--- config.mk ---
export PLATFORM = sky130hd
export DESIGN_NAME = rca_seq_ctrl
export DESIGN_NICKNAME = d
export VERILOG_FILES = /design/src/rtl/rca_pkg.sv /design/src/rtl/rca_seq_ctrl.sv
export SDC_FILE = /design/constraint.sdc
export NUM_CORES = 1
export LEC_CHECK = 0
export ABC_AREA = 1
export BUFFER_PORTS_ARGS = -buffer_cell sky130_fd_sc_hd__buf_2
export CAP_MARGIN = 20
export CORE_ASPECT_RATIO = 1.75
export CORE_MARGIN = 2
export CORE_UTILIZATION = 56
export DETAILED_ROUTE_END_ITERATION = 10
export PLACE_DENSITY = 0.83
export SLEW_MARGIN = 20
export SYNTH_ARGS = -nofsm -noshare
export SYNTH_HDL_FRONTEND = slang
export SYNTH_SLANG_ARGS = --single-unit
export TNS_END_PERCENT = 100
--- constraint.sdc ---
create_clock -name clk -period 3.3 [get_ports clk]
set_input_delay 0.165 -clock clk [delete_from_list [all_inputs] [get_ports clk]]
set_output_delay 0.165 -clock clk [all_outputs]
set_load 0.03 [all_outputs]
--- src/rtl/rca_pkg.sv ---
// Shared definitions for the sequenced ripple-carry adder controller:
// the FSM state encoding and the default slice geometry.
package rca_pkg;

  localparam int unsigned WORD_W_DEF = 4;
  localparam int unsigned NWORDS_DEF = 4;

  typedef enum logic {
    ST_IDLE = 1'b0,
    ST_RUN  = 1'b1
  } state_e;

endpackage

--- src/rtl/rca_seq_ctrl.sv ---
// Sequences an external WORD_W-bit adder slice over NWORDS slices, LS slice first.
// Optional feature: define RCA_SEQ_SUB_EN to add a "sub" input selecting a - b.
module rca_seq_ctrl
  import rca_pkg::*;
#(
  parameter int unsigned WORD_W = WORD_W_DEF,
  parameter int unsigned NWORDS = NWORDS_DEF,
  localparam int unsigned OPW   = WORD_W * NWORDS
) (
  input  logic              clk,
  input  logic              reset,
  input  logic              start,
  input  logic [OPW-1:0]    a,
  input  logic [OPW-1:0]    b,
  input  logic              cin,
`ifdef RCA_SEQ_SUB_EN
  input  logic              sub,
`endif
  output logic              busy,
  output logic              done,
  output logic [OPW-1:0]    sum,
  output logic              cout,
  output logic [WORD_W-1:0] add_a,
  output logic [WORD_W-1:0] add_b,
  output logic              add_cin,
  input  logic [WORD_W-1:0] add_sum,
  input  logic              add_cout
);

  localparam int unsigned IW = $clog2(NWORDS);
  localparam logic [IW-1:0] LastIdx = IW'(NWORDS - 1);

  state_e         state_q, state_d;
  logic [OPW-1:0] a_q, a_d;
  logic [OPW-1:0] b_q, b_d;
  logic [OPW-1:0] sum_q, sum_d;
  logic [IW-1:0]  idx_q, idx_d;
  logic           carry_q, carry_d;
  logic           cout_q, cout_d;
  logic           done_q, done_d;

  always_comb begin
    state_d = state_q;
    a_d     = a_q;
    b_d     = b_q;
    sum_d   = sum_q;
    idx_d   = idx_q;
    carry_d = carry_q;
    cout_d  = cout_q;
    done_d  = 1'b0;
    unique case (state_q)
      ST_IDLE: begin
        if (start) begin
          a_d     = a;
          b_d     = b;
          carry_d = cin;
`ifdef RCA_SEQ_SUB_EN
          // Two's complement: a + ~b + 1; cout=1 then means no borrow.
          if (sub) begin
            b_d     = ~b;
            carry_d = 1'b1;
          end
`endif
          idx_d   = '0;
          state_d = ST_RUN;
        end
      end
      ST_RUN: begin
        // Earlier slices of sum stay untouched; unwritten slices keep the old result.
        sum_d[idx_q*WORD_W +: WORD_W] = add_sum;
        carry_d = add_cout;
        if (idx_q == LastIdx) begin
          cout_d  = add_cout;
          done_d  = 1'b1;
          idx_d   = '0;
          state_d = ST_IDLE;
        end else begin
          idx_d = idx_q + 1'b1;
        end
      end
      default: state_d = ST_IDLE;
    endcase
  end

  always_ff @(posedge clk or negedge reset) begin
    if (!reset) begin
      state_q <= ST_IDLE;
      a_q     <= '0;
      b_q     <= '0;
      sum_q   <= '0;
      idx_q   <= '0;
      carry_q <= 1'b0;
      cout_q  <= 1'b0;
      done_q  <= 1'b0;
    end else begin
      state_q <= state_d;
      a_q     <= a_d;
      b_q     <= b_d;
      sum_q   <= sum_d;
      idx_q   <= idx_d;
      carry_q <= carry_d;
      cout_q  <= cout_d;
      done_q  <= done_d;
    end
  end

  // Adder inputs are gated to zero while idle so the slice sees no activity.
  always_comb begin
    add_a   = '0;
    add_b   = '0;
    add_cin = 1'b0;
    if (state_q == ST_RUN) begin
      add_a   = a_q[idx_q*WORD_W +: WORD_W];
      add_b   = b_q[idx_q*WORD_W +: WORD_W];
      add_cin = carry_q;
    end
  end

  assign busy = (state_q == ST_RUN);
  assign done = done_q;
  assign sum  = sum_q;
  assign cout = cout_q;

endmodule
==> Word level (Yosys, flattened, before mapping) <==
Cells that the tools add are included.
{ "classes": {"reduce_logical": 2, "n_eq_ne": 2, "shift": 4, "n_addsub": 2, "bitwise": 1, "mux": 14} }
{ "ops": {"columns": ["op", "n"], "rows": [
  ["$neg 4->34", 1],
  ["$shift 4x34->16 const A", 1],
  ["$shiftx 4x34->16", 1],
  ["$shiftx 16x5->4", 2],
  ["$bwmux 16", 1],
  ["$mux 4", 2],
  ["$mux 1", 6],
  ["$mux 2", 2],
  ["$pmux 1 s2", 2],
  ["$pmux 2 s2", 1],
  ["$reduce_and 2->1", 2],
  ["$add 2x1->2 const B", 1],
  ["$eq 2x2->1 const B", 1],
  ["$ne 2x2->1 const B", 1],
  ["$not 1->1", 1]
]} }
{ "word_totals": {"input_bits": 41, "register_bits": 54, "word_cells": 33} }

==> Depth between registers and ports, before layout <==
{ "logic_depth": {"word_depth": 3, "depth_mapped": 8} }

==> Worst setup path before layout <==
No wires, ideal clock.
{ "synth_timing": {"kind": "flip-flop to flip-flop", "from": "register idx_q[1]", "to": "register sum_q[4] (netlist: sum[4])", "arrival_ps": 1590, "slack_ps": 1645, "stages_incl_launch_ff": 8, "n_path_buf": 1, "setup_ps": 65, "synth_period_minus_slack_ps": 1655, "cell_sequence": "dfrtp_1 > buf_2 > clkinv_1 > ha_1 > inv_1 > nor3_2 > nand2_1 > nand2_1"} }
{ "synth_via": {"elab_chain_cells": 3} }
{ "synth_rtl": {"columns": ["element", "line_no", "text"], "rows": [
  ["from (decl)", "rca_seq_ctrl.sv:37", "logic [IW-1:0] idx_q, idx_d;"],
  ["from (signal assigned)", "rca_seq_ctrl.sv:100", "idx_q <= idx_d;"],
  ["$neg 4->34 *", "rca_seq_ctrl.sv:70", "sum_d[idx_q*WORD_W +: WORD_W] = add_sum;"],
  ["$shiftx 4x34->16 or $shift 4x34->16 (tied branches)", "rca_seq_ctrl.sv:70", null],
  ["$bwmux 16 *", "rca_seq_ctrl.sv:70", null],
  ["to (signal assigned)", "rca_seq_ctrl.sv:99", "sum_q <= sum_d;"],
  ["to (decl)", "rca_seq_ctrl.sv:36", "logic [OPW-1:0] sum_q, sum_d;"]
]} }
Mark *: on every way between the ends. The rest lies on a longest branch, timed or not.
A chain may end at the register's enable or synchronous reset.

==> Worst setup path in the final report <==
{ "layout_timing": {"from": "register idx_q[1]", "to": "register sum_q[11] (netlist: sum[11])"} }
Same word-level chain as after synthesis.

==> impl_results.md <==
- Routed WL: 5.33 mm
- Cell count after synthesis: 319
- Max Root-Sink Buffers: 2
- Share of cells above drive strength 1: 22.3%
- Die Y: 93.4 um
- Most common cell after layout, fill and taps aside: nand2_1
- CP required: 3520 ps
- Slew @ Worst Pin: 858 ps
- Num rows: 32
- Mapped cell area: 2550 sq um
- Cells along the critical path: clkinv_1, ha_1, inv_1, nor2_1, nand2_1, o21ai_0
- Synthesis-to-finish area growth: 18.8%
- GRT overflow: 0
- Die area: 5140 sq um
- CP max stage cell: dfrtp_1
- Clk root buf: clkbuf_8
- Iteration-0 DRC count of the detailed router: 59
- Crit path launch type: flop
- H-tree lvl count: 2
- Final setup viols: 0
- Hold WC Path Type: input pin to flop
- Largest net degree at the start of global routing: 50
- Fin. max-slew vios: 0
- Switch Pwr: 0.00146 W
- Skew final: 6.02 ps
- DRC: 0
- Max Cap Viol: 0
- Leakage: 1.67 nW
- Synth warn: 0
- Core Area: 4400 sq um
- Mapped Nets: 365
- PwrDens: 1020 nW/um^2
- N_diodes: 0
- Crit-path max FO: 12
- Num Clock Sinks: 54
- VDD IR max: 756 uV
- Post-CTS setup buffer count: 0
- Status: completed
- Number of port buffers: 68
- P_int: 0.00163 W
- Die Width: 55.1 um
- Starting Density: 58.0%
- Vias in the first global route: 2143
- Clock Pin Slew Worst Setup and Hold Paths: 90 ps
- CP Capture Type: flop
- Post-CTS Resized: 0
- Area contributors post-synth: dfrtp_1 (53%), nand2_1 (17%), o21ai_0 (7.6%)
- Hold Fails Final Rpt: 0
- Detail Placement HPWL: 4.02 mm
- Gr usage total: 22.9%
- Sequential area share after synthesis: 52.9%
- Final period util: 61.5%
- Number of synthesized register bits: 54
- Num CTS Buffers: 5
- CP Class: flop to flop
- CTS tree: done
- Met2 routed WL: 2.85 mm
- Met1 wire length: 2.02 mm
- RSZ-0062 raised after global routing: false
- Met3 WL: 284 um
- Nets: 430
- Clock share of power: 13.4%
- Clock Latency Late Sink: 300 ps
- Relative slew slack: 42.6%
- Comb pwr share: 51.2%
- R2R Setup Slk: 1270 ps
- Detailed Routing Iterations Pass 1: 4
- Area occupied by registers: 1350 sq um
- Yosys top cell area share: 52.9%
- Gp weighted congestion: 0.878
- Sw Ratio: 47.2%
- Filler cell count in the final layout: 386
- Crit-path max cell delay: 580 ps
- Uppermost routed layer: met4
- Commonest non-fill, non-tap cells in the layout: nand2_1 (118), buf_2 (68), dfrtp_1 (54), inv_1 (41), o21ai_0 (39)
- WP data arrival: 2250 ps
- Maximum clock rate: 0.493 GHz
- Antenna Nets Post-Route: 0
- Synth area leader: dfrtp_1
- Cell variety after synth: 21
- Ports: 69
- Final Critical Period: 2030 ps
- Vias/cell: 5.17
- Final TNS setup: 0 ps
- Final Hold Slack: 59.8 ps
- WL/cell: 12.2 um
- Multi-input gate area: 962 sq um
- Register share of total power: 35.3%
- Via count: 2254
- First-pass GRT wire length: 8.65 mm
- Syn_area_per_cell: 8.01 sq um
- Initial antenna violation count: 0
state kept, by name (all words and copies together), names as in the netlist:
register  flops
carry_q       1
done          1
cout          1
idx_q         2
busy          1
a_q          16
sum          16
b_q          16
per-layer routing:
layer	vias up	GRT usage [%]
met4	0	11.8
met2	77	37.9
met3	16	3.35
li1	1114	-
met5	-	0
met1	1047	27.7
worst paths after layout:
kind                                from      end  cells after the start
worst max-delay path            idx_q[1]  sum[11]                      6
worst min-delay path               a[12]  a_q[12]                      3
worst max register to register  idx_q[1]  sum[11]                      6
worst min register to register    sum[0]   sum[0]                      2
max in group asynchronous          reset  b_q[13]                      3
min in group asynchronous          reset   sum[2]                      2
power by group through the flow:
stage / Combinational, W / Sequential [W] / Clock (W)
finish: 0.00158 / 0.00109 / 0.000416
global route: 0.00175 / 0.00113 / 0.000459
CTS: 0.00159 / 0.00109 / 0.000426
detailed placement: 0.00158 / 0.00111 / 0
global placement: 0.00155 / 0.00109 / 0
floorplan: 0.00103 / 0.00126 / 0
synthesized netlist by cell type (all sizes together):
library cell,count
o211ai,1
nor3,5
dfrtp,54
nand3,16
ha,5
nor2,10
inv,42
a21oi,8
clkinv,1
buf,13
nand2,120
nand4,4
o21ai,39
clkbuf,1
worst max-delay path: cells and delay by family (launching register included):
family	cells	cell delay (ps)
buffers and inverters	2	490
and+or+nand+nor	2	200
AOI/OAI and AO/OA	1	190
DFF	1	580
adders and majority gates	1	490
cell families (layout without fill, tap and decap cells):
group,after synthesis,in the layout,synth area share [%]
AOI/OAI and AO/OA,48,48,9.50
adders and majority gates,5,5,2.45
buffers and inverters,57,123,9.75
DFF,54,54,52.9
and+or+nand+nor,155,155,25.4
repair_timing:
item / 4_1_cts / 5_1_grt
hold buffers: 1 / 0
endpoints found under the hold margin: 24 / 0
endpoints found under the setup margin: 0 / 0
stage by stage:
| step | setup slack, ps | util, % | cells | instance area [sq um] | total power [W] |
|---|---|---|---|---|---|
| 6_report | 1270 | 68.9 | 436 | 3030 | 0.00309 |
| 5_1_grt | 1050 | 68.9 | 436 | 3030 | 0.00334 |
| 4_1_cts | 1250 | 68.9 | 436 | 3030 | 0.00312 |
| 3_5_place_dp | 1290 | 66.2 | 427 | 2910 | 0.00269 |
| 3_3_place_gp | 1350 | 65.7 | 426 | 2890 | 0.00264 |
| 2_1_floorplan | 1640 | - | 319 | 2550 | 0.00228 |
final cells by class:
type                            instances  share of cell area (%)
Sequential cell                        54                    44.5
Multi-Input combinational cell        208                    31.7
Timing Repair Buffer                   72                    12.7
Inverter                               43                    5.32
Clock buffer                            8                    3.63
Tap cell                               51                    2.10
No activity file was read; power rests on OpenSTA's default activity.
